`config.mk`:
```
export PLATFORM = sky130hd
export DESIGN_NAME = fpnew_add_special_case_flat
export DESIGN_NICKNAME = d
export VERILOG_FILES = /design/src/rtl/fpnew_add_special_case_if.sv /design/src/rtl/fpnew_add_special_case.sv /design/src/flat_wrapper.sv
export SDC_FILE = /design/constraint.sdc
export NUM_CORES = 1
export LEC_CHECK = 0
export CAP_MARGIN = 20
export CORE_AREA = 2 2 76 78
export CTS_BUF_LIST = sky130_fd_sc_hd__clkbuf_16
export DETAILED_ROUTE_END_ITERATION = 10
export DIE_AREA = 0 0 78 80
export DONT_BUFFER_PORTS = 1
export GPL_TIMING_DRIVEN = 1
export PLACE_DENSITY_LB_ADDON = 0.1
export SYNTH_ARGS = -nofsm -noshare
export SYNTH_HDL_FRONTEND = slang
export SYNTH_SLANG_ARGS = --single-unit
```
`constraint.sdc`:
```
create_clock -name clk_i -period 1.43 [get_ports clk_i]
set_input_delay 0.286 -clock clk_i [delete_from_list [all_inputs] [get_ports clk_i]]
set_output_delay 0.286 -clock clk_i [all_outputs]
set_load 0.02 [all_outputs]
```
`src/rtl/fpnew_add_special_case_if.sv`:
```
// -----------------------------------------------------------------------------
// fpnew_pkg_versacore / fpnew_add_special_case_if
//
// Purpose:
//   Format helpers and the operand classification record, followed by the
//   bundle that carries one add/sub special-case operation in and one
//   resolved result out.
//
// Interface signals:
//   in_valid_i / in_ready_o   input handshake
//   operands_i [1:0]          operand a = [0], b = [1]
//   info_i     [1:0]          classification of operands_i (same cycle)
//   op_sub_i                  1 = a - b
//   rnd_mode_i                RISC-V rounding mode
//   tag_i                     opaque tag travelling with the operation
//   out_valid_o / out_ready_i output handshake
//   is_special_o, result_o, status_nv_o, tag_o   resolved result
//
// Handshake rule (both directions): a transfer happens on a rising clock edge
// where valid and ready are both 1. A source that raises valid keeps valid and
// its payload stable until that transfer; ready may change freely and never
// waits on valid.
//
// Modports: master = producer of operations / consumer of results,
//           slave  = the special-case block.
// -----------------------------------------------------------------------------
package fpnew_pkg_versacore;

   typedef enum logic [2:0] {
      FP32    = 3'd0,
      FP64    = 3'd1,
      FP16    = 3'd2,
      FP8     = 3'd3,
      FP16ALT = 3'd4
   } fp_format_e;

   function automatic int unsigned fp_width(fp_format_e fmt);
      case (fmt)
         FP32:    return 32;
         FP64:    return 64;
         FP16:    return 16;
         FP8:     return 8;
         default: return 16;
      endcase
   endfunction

   function automatic int unsigned exp_bits(fp_format_e fmt);
      case (fmt)
         FP32:    return 8;
         FP64:    return 11;
         FP16:    return 5;
         FP8:     return 5;
         default: return 8;
      endcase
   endfunction

   typedef struct packed {
      logic is_normal;
      logic is_subnormal;
      logic is_zero;
      logic is_inf;
      logic is_nan;
      logic is_signalling;
      logic is_quiet;
      logic is_boxed;
   } fp_info_t;

endpackage

interface fpnew_add_special_case_if #(
   parameter int unsigned WIDTH    = 32,
   parameter int unsigned TagWidth = 4
);
   logic                                 in_valid_i;
   logic                                 in_ready_o;
   logic [1:0][WIDTH-1:0]                operands_i;
   fpnew_pkg_versacore::fp_info_t [1:0]  info_i;
   logic                                 op_sub_i;
   logic [2:0]                           rnd_mode_i;
   logic [TagWidth-1:0]                  tag_i;
   logic                                 out_valid_o;
   logic                                 out_ready_i;
   logic                                 is_special_o;
   logic [WIDTH-1:0]                     result_o;
   logic                                 status_nv_o;
   logic [TagWidth-1:0]                  tag_o;

   modport master (
      output in_valid_i, operands_i, info_i, op_sub_i, rnd_mode_i, tag_i, out_ready_i,
      input  in_ready_o, out_valid_o, is_special_o, result_o, status_nv_o, tag_o
   );

   modport slave (
      input  in_valid_i, operands_i, info_i, op_sub_i, rnd_mode_i, tag_i, out_ready_i,
      output in_ready_o, out_valid_o, is_special_o, result_o, status_nv_o, tag_o
   );
endinterface

```
`src/rtl/fpnew_add_special_case.sv`:
```
// -----------------------------------------------------------------------------
// fpnew_add_special_case
//
// Purpose:
//   Resolves IEEE-754 special cases (NaN, Inf, Inf-Inf, zero operands) of an
//   add/sub from the operand classification and flags results that bypass the
//   main adder. The resolved result travels through an elastic valid/ready
//   pipeline of NumPipeRegs stages (0 = purely combinational).
//
// Ports:
//   clk_i, rst_ni   clock, asynchronous active-low reset
//   flush_i         drops every in-flight operation on the next edge
//   io (slave)      operation in / resolved result out (fpnew_add_special_case_if)
//   busy_o          some pipeline stage holds a valid operation
//   cnt_clear_i     zero the event counters
//   cnt_nan_o       canonical-NaN results delivered
//   cnt_nv_o        invalid-flagged results delivered
//
// Optional feature: define FPNEW_SPECIAL_CNT_EN to build the saturating
// delivery counters; without it the counter outputs are tied to zero.
// -----------------------------------------------------------------------------
module fpnew_add_special_case #(
   parameter fpnew_pkg_versacore::fp_format_e FpFormat = fpnew_pkg_versacore::fp_format_e'(0),
   parameter int unsigned WIDTH       = fpnew_pkg_versacore::fp_width(FpFormat),
   parameter int unsigned NumPipeRegs = 1,
   parameter int unsigned TagWidth    = 4
) (
   input  logic                         clk_i,
   input  logic                         rst_ni,
   input  logic                         flush_i,
   fpnew_add_special_case_if.slave      io,
   output logic                         busy_o,
   input  logic                         cnt_clear_i,
   output logic [31:0]                  cnt_nan_o,
   output logic [31:0]                  cnt_nv_o
);

   localparam int unsigned     ExpBits = fpnew_pkg_versacore::exp_bits(FpFormat);
   localparam int unsigned     ManBits = WIDTH - 1 - ExpBits;
   localparam logic [WIDTH-1:0] QNAN   = {1'b0, {ExpBits{1'b1}}, 1'b1, {(ManBits-1){1'b0}}};
   localparam logic [2:0]       RDN    = 3'b010;

   typedef struct packed {
      logic                special;
      logic [WIDTH-1:0]    result;
      logic                nv;
      logic [TagWidth-1:0] tag;
   } stage_t;

   // ---------------------------------------------------------------- case logic
   logic [WIDTH-1:0] op_a, op_b;
   logic             sign_a, sign_b_eff;
   logic             a_nan, b_nan;
   logic             zero_sign;
   logic             sp_special, sp_nv;
   logic [WIDTH-1:0] sp_result;
   stage_t           in_data;

   assign op_a       = io.operands_i[0];
   assign op_b       = io.operands_i[1];
   assign sign_a     = op_a[WIDTH-1];
   assign sign_b_eff = op_b[WIDTH-1] ^ io.op_sub_i;
   // A value that is not properly NaN-boxed is treated as NaN.
   assign a_nan      = io.info_i[0].is_nan | ~io.info_i[0].is_boxed;
   assign b_nan      = io.info_i[1].is_nan | ~io.info_i[1].is_boxed;
   // Exact cancellation of zeros is -0 only when rounding down.
   assign zero_sign  = (sign_a == sign_b_eff) ? sign_a : (io.rnd_mode_i == RDN);

   always_comb begin
      sp_special = 1'b1;
      sp_result  = '0;
      sp_nv      = 1'b0;
      if (a_nan || b_nan) begin
         sp_result = QNAN;
         sp_nv     = io.info_i[0].is_signalling | io.info_i[1].is_signalling;
      end else if (io.info_i[0].is_inf && io.info_i[1].is_inf && (sign_a != sign_b_eff)) begin
         sp_result = QNAN;
         sp_nv     = 1'b1;
      end else if (io.info_i[0].is_inf) begin
         sp_result = op_a;
      end else if (io.info_i[1].is_inf) begin
         sp_result = {sign_b_eff, op_b[WIDTH-2:0]};
      end else if (io.info_i[0].is_zero && io.info_i[1].is_zero) begin
         sp_result = {zero_sign, {(WIDTH-1){1'b0}}};
      end else if (io.info_i[0].is_zero) begin
         sp_result = {sign_b_eff, op_b[WIDTH-2:0]};
      end else if (io.info_i[1].is_zero) begin
         sp_result = op_a;
      end else begin
         sp_special = 1'b0;
      end
   end

   assign in_data = {sp_special, sp_result, sp_nv, io.tag_i};

   logic unused_info;
   assign unused_info = ^{io.info_i[0].is_normal, io.info_i[0].is_subnormal, io.info_i[0].is_quiet,
                          io.info_i[1].is_normal, io.info_i[1].is_subnormal, io.info_i[1].is_quiet};

   // ---------------------------------------------------------------- pipeline
   logic   out_valid;
   stage_t out_data;

   if (NumPipeRegs == 0) begin : g_comb
      assign io.in_ready_o = io.out_ready_i && !flush_i;
      assign out_valid     = io.in_valid_i && !flush_i;
      assign out_data      = in_data;
      assign busy_o        = 1'b0;
   end else begin : g_pipe
      localparam int unsigned N = NumPipeRegs;

      logic   [N-1:0] valid_q, valid_d, ready, stage_in_valid;
      stage_t [N-1:0] data_q, data_d, stage_in_data;

      assign stage_in_valid[0] = io.in_valid_i;
      assign stage_in_data[0]  = in_data;

      for (genvar i = 0; i < N; i++) begin : g_stage
         if (i > 0) begin : g_link
            assign stage_in_valid[i] = valid_q[i-1];
            assign stage_in_data[i]  = data_q[i-1];
         end
         // Stage i can load when it, or any stage after it, has a hole, or
         // the output is being drained.
         assign ready[i]   = io.out_ready_i || !(&valid_q[N-1:i]);
         assign valid_d[i] = flush_i  ? 1'b0 :
                             ready[i] ? stage_in_valid[i] : valid_q[i];
         assign data_d[i]  = (ready[i] && stage_in_valid[i]) ? stage_in_data[i] : data_q[i];
      end

      always_ff @(posedge clk_i or negedge rst_ni) begin
         if (!rst_ni) begin
            valid_q <= '0;
            data_q  <= '0;
         end else begin
            valid_q <= valid_d;
            data_q  <= data_d;
         end
      end

      assign io.in_ready_o = ready[0] && !flush_i;
      assign out_valid     = valid_q[N-1];
      assign out_data      = data_q[N-1];
      assign busy_o        = |valid_q;
   end

   // Payload is masked while no result is presented, so idle outputs read zero.
   assign io.out_valid_o  = out_valid;
   assign io.is_special_o = out_valid && out_data.special;
   assign io.result_o     = (out_valid && out_data.special) ? out_data.result : '0;
   assign io.status_nv_o  = out_valid && out_data.nv;
   assign io.tag_o        = out_valid ? out_data.tag : '0;

   // ---------------------------------------------------------------- counters
`ifdef FPNEW_SPECIAL_CNT_EN
   logic        out_fire;
   logic [31:0] cnt_nan_q, cnt_nan_d, cnt_nv_q, cnt_nv_d;

   assign out_fire = io.out_valid_o && io.out_ready_i && !flush_i;

   always_comb begin
      cnt_nan_d = cnt_nan_q;
      cnt_nv_d  = cnt_nv_q;
      if (cnt_clear_i) begin
         cnt_nan_d = '0;
         cnt_nv_d  = '0;
      end else if (out_fire) begin
         if (io.is_special_o && (io.result_o == QNAN) && (cnt_nan_q != 32'hFFFF_FFFF))
            cnt_nan_d = cnt_nan_q + 32'd1;
         if (io.status_nv_o && (cnt_nv_q != 32'hFFFF_FFFF))
            cnt_nv_d = cnt_nv_q + 32'd1;
      end
   end

   always_ff @(posedge clk_i or negedge rst_ni) begin
      if (!rst_ni) begin
         cnt_nan_q <= '0;
         cnt_nv_q  <= '0;
      end else begin
         cnt_nan_q <= cnt_nan_d;
         cnt_nv_q  <= cnt_nv_d;
      end
   end

   assign cnt_nan_o = cnt_nan_q;
   assign cnt_nv_o  = cnt_nv_q;
`else
   logic unused_cnt_clear;
   assign unused_cnt_clear = cnt_clear_i;
   assign cnt_nan_o        = '0;
   assign cnt_nv_o         = '0;
`endif

endmodule
```
`src/flat_wrapper.sv`:
```
// flat-port wrapper written by rule: the top's interface ports become plain ports
module fpnew_add_special_case_flat 
#(
   parameter fpnew_pkg_versacore::fp_format_e FpFormat = fpnew_pkg_versacore::fp_format_e'(0),
   parameter int unsigned WIDTH       = fpnew_pkg_versacore::fp_width(FpFormat),
   parameter int unsigned NumPipeRegs = 1,
   parameter int unsigned TagWidth    = 4
)
  (clk_i, rst_ni, flush_i, busy_o, cnt_clear_i, cnt_nan_o, cnt_nv_o, io_in_valid_i, io_operands_i, io_info_i, io_op_sub_i, io_rnd_mode_i, io_tag_i, io_out_ready_i, io_in_ready_o, io_out_valid_o, io_is_special_o, io_result_o, io_status_nv_o, io_tag_o);
  fpnew_add_special_case_if #(.WIDTH(WIDTH), .TagWidth(TagWidth)) io_i ();
  input  logic clk_i;
  input  logic rst_ni;
  input  logic flush_i;
  output logic busy_o;
  input  logic cnt_clear_i;
  output logic [31:0] cnt_nan_o;
  output logic [31:0] cnt_nv_o;
  input wire logic [$bits(io_i.in_valid_i)-1:0] io_in_valid_i;
  input wire logic [$bits(io_i.operands_i)-1:0] io_operands_i;
  input wire logic [$bits(io_i.info_i)-1:0] io_info_i;
  input wire logic [$bits(io_i.op_sub_i)-1:0] io_op_sub_i;
  input wire logic [$bits(io_i.rnd_mode_i)-1:0] io_rnd_mode_i;
  input wire logic [$bits(io_i.tag_i)-1:0] io_tag_i;
  input wire logic [$bits(io_i.out_ready_i)-1:0] io_out_ready_i;
  output wire logic [$bits(io_i.in_ready_o)-1:0] io_in_ready_o;
  output wire logic [$bits(io_i.out_valid_o)-1:0] io_out_valid_o;
  output wire logic [$bits(io_i.is_special_o)-1:0] io_is_special_o;
  output wire logic [$bits(io_i.result_o)-1:0] io_result_o;
  output wire logic [$bits(io_i.status_nv_o)-1:0] io_status_nv_o;
  output wire logic [$bits(io_i.tag_o)-1:0] io_tag_o;
  assign io_i.in_valid_i = io_in_valid_i;
  assign io_i.operands_i = io_operands_i;
  assign io_i.info_i = io_info_i;
  assign io_i.op_sub_i = io_op_sub_i;
  assign io_i.rnd_mode_i = io_rnd_mode_i;
  assign io_i.tag_i = io_tag_i;
  assign io_i.out_ready_i = io_out_ready_i;
  assign io_in_ready_o = io_i.in_ready_o;
  assign io_out_valid_o = io_i.out_valid_o;
  assign io_is_special_o = io_i.is_special_o;
  assign io_result_o = io_i.result_o;
  assign io_status_nv_o = io_i.status_nv_o;
  assign io_tag_o = io_i.tag_o;
  fpnew_add_special_case #(.FpFormat(FpFormat), .WIDTH(WIDTH), .NumPipeRegs(NumPipeRegs), .TagWidth(TagWidth)) u_core (.clk_i(clk_i), .rst_ni(rst_ni), .flush_i(flush_i), .io(io_i), .busy_o(busy_o), .cnt_clear_i(cnt_clear_i), .cnt_nan_o(cnt_nan_o), .cnt_nv_o(cnt_nv_o));
endmodule
```
==> out/qor.yml <==
instances_no_fill: 386
crit_fanout: 8
outcome: "complete, but fails checks"
ys_warn_count: 0
post-place-ws_ns: -0.1514
critPathCaptureType: "output port"
cp.required_ns: 1.14
maxCapViolations: 0
crit_type: "flop to output port"
cts_max_level: 2
n_antenna_cell: 0
fin_nets: 407
final_layout_size_suffix_gt1_frac: 0.3217
worst_clock_skew_ns: 0.002396
drv_slew: 0
worst_r2r_path_depth: 5
area_growth_pct: 13.78
numPortBuffers: 0
ys.flop_type: "dfrtp_1"
grt_pass1_vias: 1678
drt_iter0_drc: 73
gp_congestion: 0.7474
dieArea_mm2: 0.006240
clk_latency_ns: 0.27
dp_hpwl_mm: 4.043
tightest_slew_ns: 0.6546
violations: "negative setup slack"
post-route-period-util: 1.058
track_usage: 0.1758
layout_min_cycle_time_ns: 1.513
hold_viol_final: 0
syn_inst: 304
row_count: 27
synth_edf_count: 0
rsz0062_at_grt: "yes"
routed_wirelength_mm: 6.418
die_w_um: 78
placed_cells: 366
ant_nets: 0
start_util: 0.5023
antenna_found_initial: 0
clk_path_buf_depth: 2
min_path_cells: 1
slew_headroom: 0.5636
drc_errors: 0
min_path_type: "input port to flop"
fmax_mhz: 660.8
cts_tree: "built"
coreArea_mm2: 0.005405
synth-seq-cells: 39
cts.sinks: 39
layout_setup_ws_ns: -0.08330
clk_pin_slew_ns: 0.05
ys_types: 34
power_uw: 2823
viasPerCell: 5.163
p_per_area_mw_per_mm2: 913.8
arrival_ns: 1.23
drtPass1Iterations: 4
grt_overflow: 0
grt_max_degree: 41
io-pin-count: 199
root_buffer: "clkbuf_16"
final_cell_mix: "conb_1, dfrtp_1, nand2_1"
p_leak_uw: 0.001398
ir_drop_v: 0.0004650
wire_per_inst_um: 16.63
start_kind: "flop"
avgSynthCellArea_um2: 8.931
async_reset_ff_frac: 1.000
synth.cell_area_mm2: 0.002715
seq_area_frac_synth: 0.3594
cts_made_buffers: 5
num_vias: 1993
grt_pass1_wl_mm: 8.631
fp.dieH_um: 80
setup_viol: 41
final_common_cell: "conb_1"
fillers: 513
## sequential cells by signal, indices dropped and copies added (netlist names)
signal	cells
u_core.busy_o	1
u_core.g_pipe.data_q	38
## worst paths after layout
kind | start | endpoint | slack [ns]
worst max-delay path | u_core.busy_o$_DFFE_PN0P_ | io_result_o[3] | -0.08
worst min register to register | u_core.g_pipe.data_q[0]$_DFFE_PN0P_ | u_core.g_pipe.data_q[0]$_DFFE_PN0P_ | 0.47
max in group asynchronous | rst_ni | u_core.g_pipe.data_q[37]$_DFFE_PN0P_ | 0.74
worst max register to register | u_core.busy_o$_DFFE_PN0P_ | u_core.g_pipe.data_q[15]$_DFFE_PN0P_ | 0.04
worst min-delay path | flush_i | u_core.busy_o$_DFFE_PN0P_ | 0.07
min in group asynchronous | rst_ni | u_core.g_pipe.data_q[36]$_DFFE_PN0P_ | 0.48
## Yosys cell counts (2+ instances only)
cell type  instances  area (µm²)
buf_4             68       510.5
dfrtp_1           39       975.9
nand2_1           37       138.9
and3_1            32       200.2
a22oi_1           31       232.7
o21ai_2           20       175.2
nor2_1            14       52.55
a21oi_1           10       50.05
clkbuf_1           8       30.03
and2_1             7       43.79
o21ai_0            5       25.02
clkbuf_8           4       55.05
buf_6              3       33.78
inv_1              3       11.26
a31o_2             2       17.52
buf_2              2       10.01
nor2b_1            2       12.51
## through the flow
step                      cell area, µm²  utilization  hold slack [ns]  TNS [ns]
after floorplan                     2964            -        -0.009591         0
after global placement              2542       0.4704        -0.008515  -0.07656
after detailed placement            2542       0.4704        -0.008299   -0.1810
after CTS                           2759       0.5104          0.06430   -0.1096
after global routing                3089       0.5715          0.06177    -3.760
final                               3089       0.5715          0.07073    -2.319
## repair_timing
| action | 4_1_cts | 5_1_grt |
|---|---|---|
| buffers inserted | 0 | 4 |
| endpoints found under the hold margin | 39 | 0 |
| cloned | 0 | 6 |
| setup endpoints to repair | 45 | 60 |
| resized for setup | 32 | 57 |
| hold buffers | 2 | 0 |
| pin swaps | 0 | 4 |
## cell families after synthesis
family / synth area share
and+or+nand+nor: 0.1917
buffers and inverters: 0.2396
AOI/OAI and AO/OA: 0.1986
DFF: 0.3594
xor gates and xnor gates: 0.009219
other: 0.001381
## metal layers
| metal | up-vias | share of wire | wire [µm] | track usage |
|---|---|---|---|---|
| met5 | - | 0 | 0 | 0 |
| met4 | 0 | 0.017 | 108 | 0.05789 |
| met3 | 10 | 0.083 | 534 | 0.05656 |
| met2 | 110 | 0.49 | 3149 | 0.2862 |
| met1 | 929 | 0.41 | 2625 | 0.2216 |
| li1 | 944 | - | - | - |
## critical path, cell delays in order, from the launching register on
cell and delay, ns:
dfrtp_2 0.45, buf_12 0.14, buf_4 0.16, and3_4 0.20
## power breakdown
part	total [µW]	switching, µW	internal, µW
sequential	1170	22.9	1140
clock	1030	398	629
combinational	629	416	213
total	2820	837	1990
## layout make-up
class / count / area [µm²] / area share
repair buffers: 24 / 332.8 / 0.1077
clock inverters: 3 / 12.51 / 0.004050
multi-input cells: 240 / 1540 / 0.4986
flip-flops and latches: 39 / 977.2 / 0.3163
inverters: 3 / 11.26 / 0.003645
clock buffers: 5 / 125.1 / 0.04050
well taps: 72 / 90.09 / 0.02916
Power figures use the tool's default switching activity.
